<file path="config.mk">
export PLATFORM = sky130hd
export DESIGN_NAME = ram_port_arbiter_flat
export DESIGN_NICKNAME = d
export VERILOG_FILES = /design/src/rtl/cpu_mem_pkg.sv /design/src/rtl/ram_port_arbiter_if.sv /design/src/rtl/arb_starve_ctr.sv /design/src/rtl/ram_port_arbiter.sv /design/src/flat_wrapper.sv
export SDC_FILE = /design/constraint.sdc
export NUM_CORES = 1
export LEC_CHECK = 0
export ABC_AREA = 1
export BUFFER_PORTS_ARGS = -buffer_cell sky130_fd_sc_hd__clkbuf_2
export CORE_AREA = 2 2 87 89
export CTS_BUF_LIST = sky130_fd_sc_hd__clkbuf_16
export DETAILED_ROUTE_END_ITERATION = 10
export DIE_AREA = 0 0 89 91
export GPL_ROUTABILITY_DRIVEN = 0
export PLACE_DENSITY_LB_ADDON = 0.08
export SYNTH_ARGS = -nofsm -noshare
export SYNTH_HDL_FRONTEND = slang
export SYNTH_SLANG_ARGS = --single-unit
export TNS_END_PERCENT = 30
</file>
<file path="constraint.sdc">
create_clock -name clk -period 2.1 [get_ports clk]
set_input_delay 0.42 -clock clk [delete_from_list [all_inputs] [get_ports clk]]
set_output_delay 0.42 -clock clk [all_outputs]
set_load 0.01 [all_outputs]
</file>
<file path="src/rtl/cpu_mem_pkg.sv">
// ============================================================================
//  Module      : cpu_mem_pkg
//  Description : Shared memory-subsystem types and default widths for the
//                unified RAM, its port arbiter and the LSU.
//  Revision    : 1.0 - initial release
// ============================================================================
`default_nettype none

package cpu_mem_pkg;

  localparam int RAM_ADDR_W = 15;
  localparam int RAM_DATA_W = 32;

  typedef enum logic [1:0] {
    RD_NONE = 2'd0,
    RD_I    = 2'd1,
    RD_D    = 2'd2
  } rd_owner_t;

endpackage

`default_nettype wire

</file>
<file path="src/rtl/ram_port_arbiter_if.sv">
// ============================================================================
//  Module      : ram_port_arbiter_if
//  Description : Fetch port, load/store port and RAM-side bus of the arbiter.
//  Revision    : 1.0 - initial release
// ============================================================================
`default_nettype none

import cpu_mem_pkg::*;

interface ram_port_arbiter_if #(
  parameter int ADDR_W = RAM_ADDR_W,
  parameter int DATA_W = RAM_DATA_W
);

  logic                  i_req;
  logic [ADDR_W-1:0]     i_addr;
  logic                  i_gnt;
  logic                  i_rvalid;
  logic [DATA_W-1:0]     i_rdata;

  logic                  d_req;
  logic                  d_we;
  logic [DATA_W/8-1:0]   d_be;
  logic [ADDR_W-1:0]     d_addr;
  logic [DATA_W-1:0]     d_wdata;
  logic                  d_gnt;
  logic                  d_rvalid;
  logic [DATA_W-1:0]     d_rdata;

  logic                  ram_en;
  logic                  ram_we;
  logic [DATA_W/8-1:0]   ram_be;
  logic [ADDR_W-1:0]     ram_addr;
  logic [DATA_W-1:0]     ram_wdata;
  logic [DATA_W-1:0]     ram_rdata;

  modport slave (
    input  i_req, i_addr,
    output i_gnt, i_rvalid, i_rdata,
    input  d_req, d_we, d_be, d_addr, d_wdata,
    output d_gnt, d_rvalid, d_rdata,
    output ram_en, ram_we, ram_be, ram_addr, ram_wdata,
    input  ram_rdata
  );

  modport master (
    output i_req, i_addr,
    input  i_gnt, i_rvalid, i_rdata,
    output d_req, d_we, d_be, d_addr, d_wdata,
    input  d_gnt, d_rvalid, d_rdata,
    input  ram_en, ram_we, ram_be, ram_addr, ram_wdata,
    output ram_rdata
  );

endinterface

`default_nettype wire

</file>
<file path="src/rtl/arb_starve_ctr.sv">
// ============================================================================
//  Module      : arb_starve_ctr
//  Description : Saturating count of consecutive fetch denials; raises
//                force_fetch once the count reaches MAX_STARVE.
//  Revision    : 1.0 - initial release
// ============================================================================
`default_nettype none

module arb_starve_ctr #(
  parameter int MAX_STARVE = 4
) (
  input  wire logic clk,
  input  wire logic rst_n,
  input  wire logic fetch_req,
  input  wire logic fetch_gnt,
  output logic      force_fetch
);

  localparam logic [3:0] C_MAX = 4'(MAX_STARVE);

  logic [3:0] cnt;

  always_ff @(posedge clk or negedge rst_n) begin
    if (!rst_n) begin
      cnt <= '0;
    end else if (!fetch_req || fetch_gnt) begin
      cnt <= '0;
    end else if (cnt != C_MAX) begin
      cnt <= cnt + 4'd1;
    end
  end

  assign force_fetch = (cnt == C_MAX);

endmodule

`default_nettype wire

</file>
<file path="src/rtl/ram_port_arbiter.sv">
// ============================================================================
//  Module      : ram_port_arbiter
//  Description : Single-port RAM arbiter, D-priority with fetch starvation
//                guard. Optional stall counters under ARB_STALL_CNT_EN.
//  Revision    : 1.0 - initial release
// ============================================================================
`default_nettype none

import cpu_mem_pkg::*;

module ram_port_arbiter #(
  parameter int ADDR_W     = RAM_ADDR_W,
  parameter int DATA_W     = RAM_DATA_W,
  parameter int MAX_STARVE = 4
) (
  input  wire logic           clk,
  input  wire logic           rst_n,
  ram_port_arbiter_if.slave   bus
`ifdef ARB_STALL_CNT_EN
  ,
  output logic [31:0]         i_stall_cnt,
  output logic [31:0]         d_stall_cnt
`endif
);

  localparam int BE_W = DATA_W / 8;

  logic              force_fetch;
  logic              grant_i;
  logic              grant_d;

  logic              mux_en;
  logic              mux_we;
  logic [BE_W-1:0]   mux_be;
  logic [ADDR_W-1:0] mux_addr;
  logic [DATA_W-1:0] mux_wdata;

  rd_owner_t         rd_own;
  rd_owner_t         rd_own_next;
  logic              i_rvalid_c;
  logic              d_rvalid_c;

  arb_starve_ctr #(
    .MAX_STARVE (MAX_STARVE)
  ) u_starve_ctr (
    .clk         (clk),
    .rst_n       (rst_n),
    .fetch_req   (bus.i_req),
    .fetch_gnt   (grant_i),
    .force_fetch (force_fetch)
  );

  // D wins any contest unless the fetch port has hit its starvation limit.
  always_comb begin
    grant_i = 1'b0;
    grant_d = 1'b0;
    if (bus.d_req && !(bus.i_req && force_fetch)) begin
      grant_d = 1'b1;
    end else if (bus.i_req) begin
      grant_i = 1'b1;
    end
  end

  always_comb begin
    mux_en    = 1'b0;
    mux_we    = 1'b0;
    mux_be    = '0;
    mux_addr  = '0;
    mux_wdata = '0;
    if (grant_i) begin
      mux_en   = 1'b1;
      mux_be   = '1;
      mux_addr = bus.i_addr;
    end else if (grant_d) begin
      mux_en   = 1'b1;
      mux_we   = bus.d_we;
      mux_addr = bus.d_addr;
      if (bus.d_we) begin
        mux_be    = bus.d_be;
        mux_wdata = bus.d_wdata;
      end else begin
        mux_be    = '1;
      end
    end
  end

  assign bus.i_gnt     = grant_i;
  assign bus.d_gnt     = grant_d;
  assign bus.ram_en    = mux_en;
  assign bus.ram_we    = mux_we;
  assign bus.ram_be    = mux_be;
  assign bus.ram_addr  = mux_addr;
  assign bus.ram_wdata = mux_wdata;

  always_ff @(posedge clk or negedge rst_n) begin
    if (!rst_n) begin
      rd_own <= RD_NONE;
    end else begin
      rd_own <= rd_own_next;
    end
  end

  // Stores never produce a read return, so they leave the owner at NONE.
  always_comb begin
    rd_own_next = RD_NONE;
    i_rvalid_c  = 1'b0;
    d_rvalid_c  = 1'b0;
    if (grant_i) begin
      rd_own_next = RD_I;
    end else if (grant_d && !bus.d_we) begin
      rd_own_next = RD_D;
    end
    i_rvalid_c = (rd_own == RD_I);
    d_rvalid_c = (rd_own == RD_D);
  end

  assign bus.i_rvalid = i_rvalid_c;
  assign bus.d_rvalid = d_rvalid_c;
  assign bus.i_rdata  = bus.ram_rdata;
  assign bus.d_rdata  = bus.ram_rdata;

`ifdef ARB_STALL_CNT_EN
  always_ff @(posedge clk or negedge rst_n) begin
    if (!rst_n) begin
      i_stall_cnt <= '0;
      d_stall_cnt <= '0;
    end else begin
      if (bus.i_req && !grant_i) begin
        i_stall_cnt <= i_stall_cnt + 32'd1;
      end
      if (bus.d_req && !grant_d) begin
        d_stall_cnt <= d_stall_cnt + 32'd1;
      end
    end
  end
`endif

endmodule

`default_nettype wire

</file>
<file path="src/flat_wrapper.sv">
// flat-port wrapper written by rule: the top's interface ports become plain ports
module ram_port_arbiter_flat 
#(
  parameter int ADDR_W     = RAM_ADDR_W,
  parameter int DATA_W     = RAM_DATA_W,
  parameter int MAX_STARVE = 4
)
  (clk, rst_n, bus_i_req, bus_i_addr, bus_i_gnt, bus_i_rvalid, bus_i_rdata, bus_d_req, bus_d_we, bus_d_be, bus_d_addr, bus_d_wdata, bus_d_gnt, bus_d_rvalid, bus_d_rdata, bus_ram_en, bus_ram_we, bus_ram_be, bus_ram_addr, bus_ram_wdata, bus_ram_rdata);
  ram_port_arbiter_if #(.ADDR_W(ADDR_W), .DATA_W(DATA_W)) bus_i ();
  input  wire logic clk;
  input  wire logic rst_n;
  input wire logic [$bits(bus_i.i_req)-1:0] bus_i_req;
  input wire logic [$bits(bus_i.i_addr)-1:0] bus_i_addr;
  output wire logic [$bits(bus_i.i_gnt)-1:0] bus_i_gnt;
  output wire logic [$bits(bus_i.i_rvalid)-1:0] bus_i_rvalid;
  output wire logic [$bits(bus_i.i_rdata)-1:0] bus_i_rdata;
  input wire logic [$bits(bus_i.d_req)-1:0] bus_d_req;
  input wire logic [$bits(bus_i.d_we)-1:0] bus_d_we;
  input wire logic [$bits(bus_i.d_be)-1:0] bus_d_be;
  input wire logic [$bits(bus_i.d_addr)-1:0] bus_d_addr;
  input wire logic [$bits(bus_i.d_wdata)-1:0] bus_d_wdata;
  output wire logic [$bits(bus_i.d_gnt)-1:0] bus_d_gnt;
  output wire logic [$bits(bus_i.d_rvalid)-1:0] bus_d_rvalid;
  output wire logic [$bits(bus_i.d_rdata)-1:0] bus_d_rdata;
  output wire logic [$bits(bus_i.ram_en)-1:0] bus_ram_en;
  output wire logic [$bits(bus_i.ram_we)-1:0] bus_ram_we;
  output wire logic [$bits(bus_i.ram_be)-1:0] bus_ram_be;
  output wire logic [$bits(bus_i.ram_addr)-1:0] bus_ram_addr;
  output wire logic [$bits(bus_i.ram_wdata)-1:0] bus_ram_wdata;
  input wire logic [$bits(bus_i.ram_rdata)-1:0] bus_ram_rdata;
  assign bus_i.i_req = bus_i_req;
  assign bus_i.i_addr = bus_i_addr;
  assign bus_i_gnt = bus_i.i_gnt;
  assign bus_i_rvalid = bus_i.i_rvalid;
  assign bus_i_rdata = bus_i.i_rdata;
  assign bus_i.d_req = bus_d_req;
  assign bus_i.d_we = bus_d_we;
  assign bus_i.d_be = bus_d_be;
  assign bus_i.d_addr = bus_d_addr;
  assign bus_i.d_wdata = bus_d_wdata;
  assign bus_d_gnt = bus_i.d_gnt;
  assign bus_d_rvalid = bus_i.d_rvalid;
  assign bus_d_rdata = bus_i.d_rdata;
  assign bus_ram_en = bus_i.ram_en;
  assign bus_ram_we = bus_i.ram_we;
  assign bus_ram_be = bus_i.ram_be;
  assign bus_ram_addr = bus_i.ram_addr;
  assign bus_ram_wdata = bus_i.ram_wdata;
  assign bus_i.ram_rdata = bus_ram_rdata;
  ram_port_arbiter #(.ADDR_W(ADDR_W), .DATA_W(DATA_W), .MAX_STARVE(MAX_STARVE)) u_core (.clk(clk), .rst_n(rst_n), .bus(bus_i));
endmodule
</file>
==> results of run 1 <==
==> layout make-up <==
type | instances | area share
Timing Repair Buffer | 134 | 0.410
Multi-Input combinational cell | 137 | 0.368
Sequential cell | 6 | 0.0860
Tap cell | 99 | 0.0709
Clock buffer | 3 | 0.0430
Inverter | 10 | 0.0215
==> power by group through the flow <==
| stage | clock network [mW] | logic [mW] | registers (mW) |
|---|---|---|---|
| final | 0.304 | 0.283 | 0.123 |
| after detailed placement | 0 | 0.283 | 0.124 |
| after CTS | 0.311 | 0.284 | 0.123 |
| after floorplan | 0 | 0.266 | 0.124 |
| after global routing | 0.322 | 0.317 | 0.123 |
| after global placement | 0 | 0.284 | 0.124 |
==> metrics by stage <==
stage | instances | setup TNS (ps) | area (µm²) | total power, mW | setup slack, ps
final | 389 | 0 | 1750 | 0.710 | 116
after detailed placement | 386 | 0 | 1650 | 0.407 | 256
after floorplan | 232 | 0 | 1400 | 0.390 | 402
after CTS | 389 | 0 | 1730 | 0.717 | 16.9
after global routing | 389 | -28.1 | 1750 | 0.762 | -21.6
after global placement | 386 | 0 | 1650 | 0.408 | 271
==> flip-flops by register name (all words and copies together) (netlist names) <==
signal and count:
u_core.u_starve_ctr.cnt 4, u_core.rd_own 2
==> metal layers <==
metal / GRT usage / wire length [µm] / vias to the layer above
li1: - / - / 761
met4: 0.0609 / 193 / 0
met2: 0.174 / 2150 / 84
met3: 0.0300 / 469 / 33
met5: 0 / 0 / -
met1: 0.104 / 1580 / 618
==> cell usage after synthesis <==
| cell type | number |
|---|---|
| sky130_fd_sc_hd__nand2_1 | 50 |
| sky130_fd_sc_hd__nor2_1 | 44 |
| sky130_fd_sc_hd__ha_1 | 2 |
| sky130_fd_sc_hd__nor2_4 | 1 |
| sky130_fd_sc_hd__xor2_1 | 1 |
| sky130_fd_sc_hd__o21ai_0 | 4 |
| sky130_fd_sc_hd__xnor2_1 | 1 |
| sky130_fd_sc_hd__buf_2 | 4 |
| sky130_fd_sc_hd__inv_2 | 1 |
| sky130_fd_sc_hd__buf_6 | 1 |
| sky130_fd_sc_hd__inv_1 | 9 |
| sky130_fd_sc_hd__nand3_2 | 6 |
| sky130_fd_sc_hd__nand3_1 | 26 |
| sky130_fd_sc_hd__clkbuf_1 | 4 |
| sky130_fd_sc_hd__buf_1 | 1 |
| sky130_fd_sc_hd__buf_4 | 68 |
| sky130_fd_sc_hd__nand2_4 | 2 |
| sky130_fd_sc_hd__dfrtp_1 | 6 |
| sky130_fd_sc_hd__buf_8 | 1 |
==> worst paths after layout <==
| kind | end | slack (ps) | cells after the start |
|---|---|---|---|
| max in group asynchronous | u_core.u_starve_ctr.cnt[1] | 1910 | 1 |
| worst min-delay path | u_core.rd_own[0] | 30 | 1 |
| worst max-delay path | bus_ram_be[2] | 120 | 9 |
| min in group clk | u_core.u_starve_ctr.cnt[0] | 480 | 1 |
| worst min register to register | u_core.u_starve_ctr.cnt[0] | 480 | 1 |
| worst max register to register | u_core.u_starve_ctr.cnt[3] | 770 | 8 |
==> cells by family (layout without fill, tap and decap cells) <==
kind of cell	count (synthesis)	after routing
AO/OA/AOI/OAI	4	4
buffers and inverters	89	147
AND/OR/NAND/NOR	129	129
flip-flops	6	6
adder cells (fa/ha/maj)	2	2
XOR/XNOR	2	2
==> Implementation_results.wiki, run 1 <==
{| class="wikitable"
! Metric !! Value
|-
| Result of the run || completed
|-
| Area occupied by multi-input gates || 643 µm²
|-
| Worst path arrival time || 1560 ps
|-
| Class of the most critical setup path || reg2out
|-
| Seq. cell area || 150 µm²
|-
| Via count of the first global-routing pass || 1,405
|-
| Cell-by-cell trace of the critical path || inv_1 -> ha_1 -> nand2_1 -> inv_1 -> nand2_4 -> nand2_4 -> buf_12 -> o21ai_1 -> clkbuf_2
|-
| H-tree levels || 1
|-
| Final period utilization || 0.945
|-
| Count of cells resized by post-cts repair || 0
|-
| Layout filler cell count || 868
|-
| Number of nets with antenna violations after detailed routing || 0
|-
| Largest delay contributor family on the critical path || buffers and inverters
|-
| Biggest area consumer among synthesized cells || sky130_fd_sc_hd__buf_4
|-
| Final routed DRC violation total || 0
|-
| Largest buffer count on any clock path || 2
|-
| Routed vias/inst || 3.85
|-
| Num CTS Buffers || 3
|-
| Floorplan row count || 31
|-
| Placed wire-length estimate || 3.59 mm
|-
| Setup Skew || 0.280 ps
|-
| Number of register bits inferred by synthesis || 6
|-
| Number of max-slew violations in the final report || 0
|-
| Switching power || 0.215 mW
|-
| Worst hold margin || 25.2 ps
|-
| Core Footprint || 0.00714 mm²
|-
| Area share of xor/xnor cells in the synthesized design || 0.0125
|-
| Simple-gate portion of the synthesized area || 0.411
|-
| Total die area || 0.00810 mm²
|-
| Buffers inserted during post-CTS setup optimization || 0
|-
| Hold Path Class || in2async
|-
| Syn_nets || 337
|-
| Total detailed-routing wirelength || 4.40 mm
|-
| Count of endpoints failing setup in the final report || 0
|-
| Vias || 1,496
|-
| Endpoint kind of the worst setup timing path || primary output
|-
| DIE WIDTH || 89 µm
|-
| Relative contribution of the clock network to total power || 0.429
|-
| Highest cell delay on the worst timing path || 370 ps
|-
| Post-synthesis to final-layout area growth || 24.5%
|-
| Maximum fanout count along the critical path || 36
|-
| Die H || 91 µm
|-
| Slew at the pin closest to its max-slew limit || 236 ps
|-
| Fraction of final layout cells sized beyond drive strength 1 || 0.510
|-
| Area of the mapped netlist || 0.00140 mm²
|-
| Final hold violations || 0
|-
| CTS clk-pin slew, worst paths || 30 ps
|-
| Worst rel slew slack || 0.843
|-
| PD cells || 406 mW/mm²
|-
| Internal portion of total power || 0.495 mW
|-
| Max Freq || 0.504 GHz
|-
| Number of buffers inserted for hold repair after clock tree synthesis || 0
|-
| Largest voltage drop on the vdd net || 0.175 mV
|-
| CP Launch Type || flop
|-
| Register area share after synthesis || 0.107
|-
| Critical Path Slowest Stage Cell || sky130_fd_sc_hd__dfrtp_1
|-
| CTS tree || yes
|-
| Overflow left after global routing || 0
|-
| Final #Nets || 397
|-
| Unrepaired setup endpoints after global routing || yes
|-
| Number of DRC violations after detailed-routing iteration 0 || 30
|-
| Data required time of the critical path || 1680 ps
|-
| Fraction of the core area covered by cells at the end of the flow || 0.245
|-
| Initial antenna violation count || 0
|-
| Maximum number of pins on one net before global-route repair || 37
|-
| First-pass GRT wire length || 6.51 mm
|-
| Count of mapped cells out of synthesis || 232
|-
| Routed wirelength normalized by instance count || 11.3 µm
|-
| Number of distinct standard cells referenced by the synthesized netlist || 19
|-
| Antenna diode count || 0
|-
| Largest cells by area after synthesis || sky130_fd_sc_hd__buf_4, sky130_fd_sc_hd__nand2_1, sky130_fd_sc_hd__nor2_1, sky130_fd_sc_hd__dfrtp_1, sky130_fd_sc_hd__nand3_1
|-
| Fraction of synthesized area in multiplexers || 0
|-
| Synth Area in Compound Gates || 0.0143
|-
| Post-synthesis average cell area || 6.05 µm²
|-
| Leading cell type in the layout, fill and taps excluded || sky130_fd_sc_hd__clkbuf_2
|-
| Crit path buffers/inverters || 4
|-
| Commonest cells after routing, fill and taps aside || sky130_fd_sc_hd__clkbuf_2, sky130_fd_sc_hd__nand2_1, sky130_fd_sc_hd__nor2_1
|-
| First drt pass iteration count || 3
|-
| Buffers on Ports || 127
|-
| Cell at the root of the clock tree || sky130_fd_sc_hd__clkbuf_16
|-
| Final critical-path required period || 1980 ps
|-
| Share of the synthesized area in the top cell type || 0.364
|-
| Num ports || 224
|-
| Logic gate share of total power || 0.398
|-
| Launching instance or port of the critical path || u_core.u_starve_ctr.cnt[0]
|-
| Portion of total power attributed to sequential cells || 0.173
|-
| Largest family of logic cells by synthesized area || buffers and inverters
|-
| Static Leakage || 1.08 nW
|-
| Max-cap viol count || 0
|-
| Total GRT Usage || 0.101
|-
| Share of total power consumed by net switching || 0.303
|-
| Reg2reg start || u_core.u_starve_ctr.cnt[0]
|-
| Yosys warning total || 0
|-
| Number of sinks handled by clock tree synthesis || 6
|-
| Clock insertion delay at the later pin of the skew report || 230 ps
|-
| Initial standard-cell utilization of the core || 0.197
|-
| Adder and majority gate portion of the synthesized area || 0.0178
|}
No activity file was read; power rests on OpenSTA's default activity.
==> run 2, diff against run 1 <==
SETUP_SLACK_MARGIN = 0.15   (was default)
==> run 2 against run 1 <==
  * First-iteration DRC count decreased by 13%
  * Setup slack improved by 8.8 ps
  * Maximum frequency increased by 0.45%
  * Critical path depth increased by 1
  * Cell count increased by 0.77%
  * Flip-flop and latch count unchanged
  * Critical path type unchanged
  * Largest cell class unchanged
==> Implementation_results.wiki, run 2 (same netlist as run 1, synthesis figures left out) <==
{| class="wikitable"
! Metric !! Value
|-
| Portion of total power attributed to sequential cells || 0.167 (-0.006)
|-
| CTS tree || yes
|-
| Number of nets with antenna violations after detailed routing || 0 (unchanged)
|-
| Max Freq || 0.506 GHz (+0.45%)
|-
| Final routed DRC violation total || 0 (unchanged)
|-
| Largest voltage drop on the vdd net || 0.178 mV (+2.0%)
|-
| Share of total power consumed by net switching || 0.303 (about the same)
|-
| Routed wirelength normalized by instance count || 12.0 µm (+5.8%)
|-
| Number of flip-flops under the largest register name || 4 (unchanged)
|-
| Number of DRC violations after detailed-routing iteration 0 || 26 (-13%)
|-
| Total power draw || 0.735 mW (+3.5%)
|-
| Final period utilization || 0.940 (-0.00419)
|-
| Final hold violations || 0 (unchanged)
|-
| Largest regs || u_core.u_starve_ctr.cnt: 4 flops, u_core.rd_own: 2 flops
|-
| Data required time of the critical path || 1680 ps (about the same)
|-
| Relative contribution of the clock network to total power || 0.414 (-0.015)
|-
| Num ports || 224 (unchanged)
|-
| Unrepaired setup endpoints after global routing || yes
|-
| Overflow left after global routing || 0 (unchanged)
|-
| Worst rel slew slack || 0.840 (-0.00266)
|-
| Total GRT Usage || 0.101 (+0.000365)
|-
| Floorplan row count || 31 (unchanged)
|-
| DR WL met2 || 2.33 mm (+8.3%)
|-
| Post-synthesis to final-layout area growth || 32.3%
|-
| Clock insertion delay at the later pin of the skew report || 230 ps (about the same)
|-
| Initial antenna violation count || 0 (unchanged)
|-
| Worst path arrival time || 1550 ps (about the same)
|-
| First-pass GRT wire length || 6.54 mm (+0.43%)
|-
| Total detailed-routing wirelength || 4.69 mm (+6.6%)
|-
| Maximum number of pins on one net before global-route repair || 37 (unchanged)
|-
| Static Leakage || 1.12 nW (+3.4%)
|-
| Hold Path Class || in2async
|-
| H-tree levels || 1 (unchanged)
|-
| Class of the most critical setup path || reg2out
|-
| PD cells || 396 mW/mm² (-2.5%)
|-
| Fraction of final layout cells sized beyond drive strength 1 || 0.546 (+0.0357)
|-
| Number of max-slew violations in the final report || 0 (unchanged)
|-
| Final #Nets || 400 (+0.76%)
|-
| DR WL met3 || 468 µm (-0.21%)
|-
| Logic gate share of total power || 0.419 (+0.021)
|-
| WL met1 || 1.70 mm (+7.1%)
|-
| Endpoint kind of the worst setup timing path || primary output
|-
| Die H || 91 µm (unchanged)
|-
| Via count of the first global-routing pass || 1,410 (+0.36%)
|-
| Switching power || 0.223 mW (+3.6%)
|-
| Initial standard-cell utilization of the core || 0.197 (unchanged)
|-
| Number of sinks handled by clock tree synthesis || 6 (unchanged)
|-
| Final critical-path required period || 1970 ps (-8.80 ps)
|-
| Leading cell type in the layout, fill and taps excluded || sky130_fd_sc_hd__clkbuf_2
|-
| Buffers on Ports || 127 (unchanged)
|-
| Cell at the root of the clock tree || sky130_fd_sc_hd__clkbuf_16
|-
| Total die area || 0.00810 mm² (unchanged)
|-
| Antenna diode count || 0 (unchanged)
|-
| Largest buffer count on any clock path || 2 (unchanged)
|-
| Vias || 1,530 (+2.3%)
|-
| Count of endpoints failing setup in the final report || 0 (unchanged)
|-
| Result of the run || completed
|-
| First drt pass iteration count || 3 (unchanged)
|-
| Setup Skew || 0.437 ps (+0.157 ps)
|-
| Summed negative setup slack over all endpoints || 0 ps (unchanged)
|-
| Max-cap viol count || 0 (unchanged)
|-
| DIE WIDTH || 89 µm (unchanged)
|-
| Routed vias/inst || 3.90 (+1.5%)
|-
| Core Footprint || 0.00714 mm² (unchanged)
|-
| Top layer in use || met4
|-
| Num CTS Buffers || 3 (unchanged)
|-
| CTS clk-pin slew, worst paths || 30 ps (about the same)
|-
| CP Launch Type || flop
|-
| Internal portion of total power || 0.512 mW (+3.5%)
|-
| Maximum fanout count along the critical path || 9 (-75%)
|-
| Placed wire-length estimate || 3.59 mm (unchanged)
|-
| Commonest cells after routing, fill and taps aside || sky130_fd_sc_hd__clkbuf_2, sky130_fd_sc_hd__nand2_1, sky130_fd_sc_hd__nor2_1
|-
| Register ranked first by flip-flop count || u_core.u_starve_ctr.cnt
|-
| Slew at the pin closest to its max-slew limit || 240 ps (+3.98 ps)
|}
[run 2: power by group through the flow]
stage	registers [mW]	clock network (mW)	logic (mW)
global route	0.123	0.322	0.344
global placement	0.124	0	0.284
CTS	0.122	0.311	0.290
floorplan	0.124	0	0.266
detailed placement	0.124	0	0.283
finish	0.122	0.304	0.308
[run 2: stage by stage]
stage | cell area (µm²) | worst slack [ps] | utilization | cells | hold WS [ps]
after floorplan | 1400 | 402 | - | 232 | 124
after global routing | 1860 | 35.4 | 0.260 | 392 | 34.3
after detailed placement | 1650 | 256 | 0.231 | 386 | 267
after CTS | 1750 | 132 | 0.245 | 390 | 28.8
after global placement | 1650 | 271 | 0.231 | 386 | 268
final | 1860 | 125 | 0.260 | 392 | 23.7
[run 2: layout make-up]
| type | instances | area [µm²] |
|---|---|---|
| Clock buffer | 3 | 75.1 |
| Sequential cell | 6 | 150 |
| Fill cell | 866 | 5280 |
| Multi-Input combinational cell | 137 | 674 |
| Inverter | 10 | 37.5 |
| Timing Repair Buffer | 137 | 795 |
| Tap cell | 99 | 124 |
[run 2: repair_timing]
item                       4_1_cts  5_1_grt
gates cloned                     0        2
setup endpoints to repair       26       54
pin swaps                        0        1
gates resized for setup          6       30
setup buffers                    1        0
hold buffers                     0        0
[run 2: layer usage]
metal  GRT usage  vias up
met2       0.175       85
met3      0.0300       32
met5           0        -
met4      0.0609        0
li1            -      767
met1       0.105      646
[run 2: critical path: stages (launching register included)]
cell and delay (ps):
sky130_fd_sc_hd__dfrtp_1 380, sky130_fd_sc_hd__inv_1 60, sky130_fd_sc_hd__ha_2 160, sky130_fd_sc_hd__nand2_2 40, sky130_fd_sc_hd__inv_2 70, sky130_fd_sc_hd__nand2_4 70, sky130_fd_sc_hd__nand2_8 110, sky130_fd_sc_hd__clkbuf_16 170
sky130_fd_sc_hd__nand3_1 70, sky130_fd_sc_hd__nand2_1 60, sky130_fd_sc_hd__clkbuf_2 120
[run 2: worst paths after layout]
| path | from | end | slack, ps | depth (start not counted) |
|---|---|---|---|---|
| hold / removal | rst_n | u_core.rd_own[0] | 20 | 1 |
| max in group asynchronous | rst_n | u_core.u_starve_ctr.cnt[1] | 1920 | 1 |
| setup reg to reg | u_core.u_starve_ctr.cnt[1] | u_core.u_starve_ctr.cnt[3] | 800 | 8 |
| setup / recovery | u_core.u_starve_ctr.cnt[1] | bus_ram_addr[13] | 130 | 10 |
| hold reg to reg | u_core.u_starve_ctr.cnt[0] | u_core.u_starve_ctr.cnt[0] | 530 | 2 |
| min in group clk | bus_d_we | u_core.rd_own[1] | 500 | 2 |
